$ cat src/rtl/hazard_unit.sv
// RAW hazard detection for a 5-stage pipe: shadows EX/MEM destinations, stalls IF/ID, bubbles EX.
// Stall/bubble are combinational from ID; forwarding selects are registered and line up with EX.
module hazard_unit #(
  parameter int REG_ADDR_W = 5,
  parameter bit FWD_EN     = 1'b1,
  parameter int CNT_W      = 32
) (
  input  logic                  i_clk,
  input  logic                  i_rst,
  input  logic                  i_id_valid,
  input  logic [REG_ADDR_W-1:0] i_id_rs1,
  input  logic [REG_ADDR_W-1:0] i_id_rs2,
  input  logic                  i_id_rs1_re,
  input  logic                  i_id_rs2_re,
  input  logic [REG_ADDR_W-1:0] i_id_rd,
  input  logic                  i_id_rd_we,
  input  logic                  i_id_mem_re,
  input  logic                  i_flush,
  input  logic                  i_mem_stall,
  output logic                  o_stall_if,
  output logic                  o_stall_id,
  output logic                  o_bubble_ex,
  output logic [1:0]            o_fwd_a,
  output logic [1:0]            o_fwd_b,
  output logic [CNT_W-1:0]      o_stall_cnt
);

  localparam logic [1:0] FWD_RF  = 2'b00;
  localparam logic [1:0] FWD_EXM = 2'b01;
  localparam logic [1:0] FWD_MWB = 2'b10;

  // The WB slot is not tracked: the regfile is write-first, so a WB producer never hazards.
  logic [REG_ADDR_W-1:0] r_ex_rd;
  logic                  r_ex_we;
  logic                  r_ex_ld;
  logic [REG_ADDR_W-1:0] r_mem_rd;
  logic                  r_mem_we;
  logic [1:0]            r_fwd_a;
  logic [1:0]            r_fwd_b;
  logic [CNT_W-1:0]      r_stall_cnt;

  logic       w_rs1_ex;
  logic       w_rs2_ex;
  logic       w_rs1_mem;
  logic       w_rs2_mem;
  logic       w_raw_stall;
  logic       w_ex_kill;
  logic [1:0] w_fwd_a;
  logic [1:0] w_fwd_b;

  assign w_rs1_ex  = i_id_rs1_re & i_id_valid & r_ex_we  & (r_ex_rd  == i_id_rs1) & (i_id_rs1 != '0);
  assign w_rs2_ex  = i_id_rs2_re & i_id_valid & r_ex_we  & (r_ex_rd  == i_id_rs2) & (i_id_rs2 != '0);
  assign w_rs1_mem = i_id_rs1_re & i_id_valid & r_mem_we & (r_mem_rd == i_id_rs1) & (i_id_rs1 != '0);
  assign w_rs2_mem = i_id_rs2_re & i_id_valid & r_mem_we & (r_mem_rd == i_id_rs2) & (i_id_rs2 != '0);

  always_comb begin
    w_raw_stall = 1'b0;
    if (FWD_EN) begin
      w_raw_stall = (w_rs1_ex | w_rs2_ex) & r_ex_ld;
    end else begin
      w_raw_stall = w_rs1_ex | w_rs2_ex | w_rs1_mem | w_rs2_mem;
    end
  end

  // Youngest producer wins: an EX/MEM ALU result beats the older MEM/WB value.
  function automatic logic [1:0] fwd_sel(input logic hit_ex, input logic hit_mem, input logic ex_ld);
    logic [1:0] sel;
    sel = FWD_RF;
    if (FWD_EN) begin
      if (hit_ex && !ex_ld) begin
        sel = FWD_EXM;
      end else if (hit_mem) begin
        sel = FWD_MWB;
      end
    end
    return sel;
  endfunction

  assign w_fwd_a   = fwd_sel(w_rs1_ex, w_rs1_mem, r_ex_ld);
  assign w_fwd_b   = fwd_sel(w_rs2_ex, w_rs2_mem, r_ex_ld);
  assign w_ex_kill = i_flush | w_raw_stall;

  always_comb begin
    o_stall_if  = 1'b0;
    o_stall_id  = 1'b0;
    o_bubble_ex = 1'b0;
    if (i_mem_stall) begin
      o_stall_if = 1'b1;
      o_stall_id = 1'b1;
    end else if (i_flush) begin
      o_bubble_ex = 1'b1;
    end else if (w_raw_stall) begin
      o_stall_if  = 1'b1;
      o_stall_id  = 1'b1;
      o_bubble_ex = 1'b1;
    end
  end

  always_ff @(posedge i_clk) begin
    if (i_rst) begin
      r_ex_rd     <= '0;
      r_ex_we     <= 1'b0;
      r_ex_ld     <= 1'b0;
      r_mem_rd    <= '0;
      r_mem_we    <= 1'b0;
      r_fwd_a     <= FWD_RF;
      r_fwd_b     <= FWD_RF;
      r_stall_cnt <= '0;
    end else if (!i_mem_stall) begin
      r_mem_rd <= r_ex_rd;
      r_mem_we <= r_ex_we;
      if (w_ex_kill) begin
        r_ex_rd <= '0;
        r_ex_we <= 1'b0;
        r_ex_ld <= 1'b0;
        r_fwd_a <= FWD_RF;
        r_fwd_b <= FWD_RF;
      end else begin
        r_ex_rd <= i_id_rd;
        r_ex_we <= i_id_rd_we & i_id_valid;
        r_ex_ld <= i_id_mem_re;
        r_fwd_a <= w_fwd_a;
        r_fwd_b <= w_fwd_b;
      end
      // A flush drops the pending stall, so it is not counted.
      if (w_raw_stall && !i_flush && (r_stall_cnt != {CNT_W{1'b1}})) begin
        r_stall_cnt <= r_stall_cnt + CNT_W'(1);
      end
    end
  end

  assign o_fwd_a     = r_fwd_a;
  assign o_fwd_b     = r_fwd_b;
  assign o_stall_cnt = r_stall_cnt;

endmodule

$ cat config.mk
export PLATFORM = sky130hd
export DESIGN_NAME = hazard_unit
export DESIGN_NICKNAME = d
export VERILOG_FILES = /design/src/rtl/hazard_unit.sv
export SDC_FILE = /design/constraint.sdc
export NUM_CORES = 1
export LEC_CHECK = 0
export BUFFER_PORTS_ARGS = -buffer_cell sky130_fd_sc_hd__buf_2
export CAP_MARGIN = 20
export CORE_MARGIN = 4
export CORE_UTILIZATION = 48
export CTS_CLUSTER_SIZE = 14
export DETAILED_ROUTE_END_ITERATION = 12
export GPL_TIMING_DRIVEN = 0
export PLACE_DENSITY_LB_ADDON = 0.3
export SLEW_MARGIN = 20
export SYNTH_ARGS = -nofsm -noshare
export SYNTH_HDL_FRONTEND = slang
export SYNTH_SLANG_ARGS = --single-unit
$ cat constraint.sdc
create_clock -name i_clk -period 2.29 [get_ports i_clk]
set_input_delay 0.1145 -clock i_clk [delete_from_list [all_inputs] [get_ports i_clk]]
set_output_delay 0.1145 -clock i_clk [all_outputs]
set_load 0.02 [all_outputs]
==> summary.txt <==
Status
  • Run status: complete, no violations

Clocking
  • Bufs on Longest Clock Path: 2
  • CTS tree: done
  • Num Clock Sinks: 49
  • Root Driver: clkbuf_8
  • Inserted Clock Buffers: 5
  • Hold-fix buffers, CTS: 0
  • CTS H-tree lvls: 2
  • Skew-Pair Late Insertion Delay: 300 ps
  • Worst-path clk slew: 90 ps

Die
  • Die X: 81.2 um
  • I/O Pins: 63
  • Starting Density: 50.0%
  • Rows: 26
  • Core Area: 0.00514 mm2
  • Height of the die: 81.2 um
  • Die area: 0.00659 mm2

Critical path
  • Crit path capture: o_stall_cnt[29]
  • Internal reg-to-reg setup slack: 80 ps
  • CP endpoint kind: register
  • Largest stage delay on the critical path: 380 ps
  • CP max FO: 8
  • Crit path depth: 8
  • CP top delay family: simple AND/OR/NAND/NOR gates
  • Worst EP arrival: 2440 ps
  • CP Launch Type: register
  • Worst EP required: 2520 ps
  • Reg-to-Reg End: o_stall_cnt[29]
  • Crit path top cell by count: or3_1
  • CP max stage cell: dfxtp_4
  • Crit path kind: reg2reg
  • Critical-path cell list: and4_1 > buf_6 > nand4_4 > or3_1 > buf_2 > or3_1 > or3_1 > a21oi_1
  • Setup crit start: o_stall_cnt[4]
  • Critical path buffer and inverter count: 2
  • R2R cell count: 8
  • R2R Path Start: o_stall_cnt[4]

Detailed routing
  • Iter 0 DRT Violations: 115
  • DRC: 0
  • DRT antenna net count: 0
  • Vias per cell: 5.65
  • Per-cell routed wire length: 14.6 um
  • Vias: 2,521
  • DRT Pass-1 Iters: 4
  • DRT Wirelength: 6.53 mm

Timing
  • Final period util: 96.4%
  • Final TNS setup: 0 ps
  • Fin. Hold Viols: 0
  • Clk_skew: 6.38 ps
  • Minimum clock period: 2210 ps
  • Count of final setup violators: 0
  • FMAX: 0.453 GHz
  • Max Transition Viols Final: 0
  • Actual slew at the worst max-slew pin: 770 ps
  • Worst slew margin: 48.2%

Pwr
  • Seq pwr share: 59.0%
  • Int Pwr: 1.11 mW
  • Clock power frac: 32.7%
  • Total Power: 1.46 mW
  • Sw Share: 24.1%
  • VDD IR max: 0.292 mV
  • Power Dens Cells: 450 mW/mm2
  • Comb pwr share: 8.4%
  • Pleak: 1.24 nW
  • P_sw: 352 uW

Finish
  • Final #Nets: 400
  • Fillers: 466
  • Ant. Diodes: 0
  • Area grow syn2layout: 26.2%
  • Fraction of layout cells with a size suffix above 1: 34.3%
  • Register area: 0.00102 mm2
  • Area of the multi-input gates: 0.00156 mm2

Synth
  • Cell with the most instances after synthesis: dfxtp_1
  • Top cell type's share of synthesized area: 38.1%
  • Share of synthesized area occupied by flip-flops and latches: 38.1%
  • FFs w/ async S/R, synth: 0%
  • Number of synthesized flops with an enable pin: 0
  • Yosys cell types: 44
  • Top cells by count, synth: 49 x dfxtp_1, 28 x a21oi_1, 23 x or3_1
  • Number of synthesized register bits: 49
  • Cells after synthesis: 299
  • Synthesized area per cell: 8.60 um2
  • Synth area leader: dfxtp_1
  • Mapped cell area: 0.00257 mm2
  • Area contributors post-synth: dfxtp_1 38%, or3_1 5.6%, a21oi_1 5.4%
  • Net count after synthesis: 324
  • Synth Flop Type: dfxtp_1
  • YS warnings: 0

Global routing
  • Vias in the first global route: 2,336
  • Total track usage: 20.4%
  • Initial antenna violation count: 0
  • First-pass GRT wire length: 10.8 mm
  • Grt ovf: 0
  • Largest net degree at the start of global routing: 15

Place
  • Port Buffers: 61
  • Post-DP HPWL: 4.66 mm
  • GP Congestion: 0.895

Worst hold path
  • Hold Crit Class: in2reg

Run
  • Max_cap viols: 0
==> stage by stage <==
stage | worst slack (ps) | area [um2] | util (%) | instances | hold slack (ps)
floorplan | 4.30 | 2590 | - | 299 | 240
global placement | -135 | 2980 | 58.1 | 430 | 326
detailed placement | -166 | 2980 | 58.1 | 430 | 330
CTS | 1.83 | 3120 | 60.6 | 441 | 25.7
global route | -9.12 | 3250 | 63.2 | 446 | 19.9
finish | 82.5 | 3250 | 63.2 | 446 | 26.4
==> how the worst min path moves through the flow <==
stage / from / end / slack (ps) / cells after the start
5_1_grt: i_id_rd[1] / r_ex_rd[1] / 20 / 2
3_3_place_gp: i_id_rd[1] / r_ex_rd[1] / 330 / 2
4_1_cts: i_id_rd[4] / r_ex_rd[4] / 30 / 2
3_5_place_dp: i_id_rd[0] / r_ex_rd[0] / 330 / 2
6_report: i_id_rd[4] / r_ex_rd[4] / 30 / 2
2_1_floorplan: i_id_mem_re / r_ex_ld / 240 / 1
==> repair_timing <==
action                                  CTS  global route
buffers inserted                          3             5
endpoints found under the setup margin   30            26
gates cloned                              0             0
gates resized for setup                   8            30
pin swaps                                 1             6
==> power groups by stage <==
stage / Sequential [mW] / Clock (mW) / Combinational (mW)
floorplan: 0.882 / 0 / 0.0675
global placement: 0.885 / 0 / 0.112
detailed placement: 0.884 / 0 / 0.114
CTS: 0.864 / 0.487 / 0.115
global route: 0.863 / 0.522 / 0.134
finish: 0.862 / 0.477 / 0.122
==> kinds of logic after synthesis <==
family	Yosys count	share of synthesized area, %
compound gates	73	17.1
xor+xnor	21	7.15
fa+ha+maj	1	0.486
buf+inv	21	4.96
flops	49	38.1
mux	9	3.60
simple gates	125	28.6
==> per-layer routing <==
layer / share of wire (%) / vias to the layer above / track usage (%)
met2: 47 / 57 / 33.2
met4: 1.1 / 0 / 5.24
met3: 4.3 / 8 / 3.55
met1: 48 / 1193 / 27.9
met5: 0 / - / 0
li1: - / 1263 / -
==> placed cells by master (no fill, tap or decap), types with 3 or more instances in the layout <==
cell      instances
o21ai_1          10
a21oi_1          28
xor2_1            5
nand2_1          19
dfxtp_2          16
a22o_1            6
nor4_1            3
and4_1            3
inv_1             5
nor2b_1           3
nand3_1          17
or4_1            11
buf_6             3
xnor2_1          14
dfxtp_4           5
o31ai_1           7
nand4_1           5
dfxtp_1          28
o21ai_0          14
or3_1            23
buf_4             9
clkbuf_1          4
clkbuf_8          5
buf_2            63
buf_1             3
mux2i_1           7
nor2_1           19
==> cell type report <==
type / count / area share (%)
inverters: 5 / 0.578
clock inverters: 3 / 0.385
multi-input cells: 229 / 47.9
clock buffers: 5 / 2.12
plain buffers: 16 / 3.62
repair buffers: 69 / 11.3
well taps: 70 / 2.70
flip-flops and latches: 49 / 31.4
==> sequential cells by signal (all words and copies together) (netlist names) <==
| register | flops |
|---|---|
| o_fwd_b | 2 |
| r_mem_rd | 5 |
| r_ex_rd | 5 |
| o_fwd_a | 2 |
| o_stall_cnt | 32 |
| r_ex_we | 1 |
| r_ex_ld | 1 |
| r_mem_we | 1 |
Power figures use the tool's default switching activity.
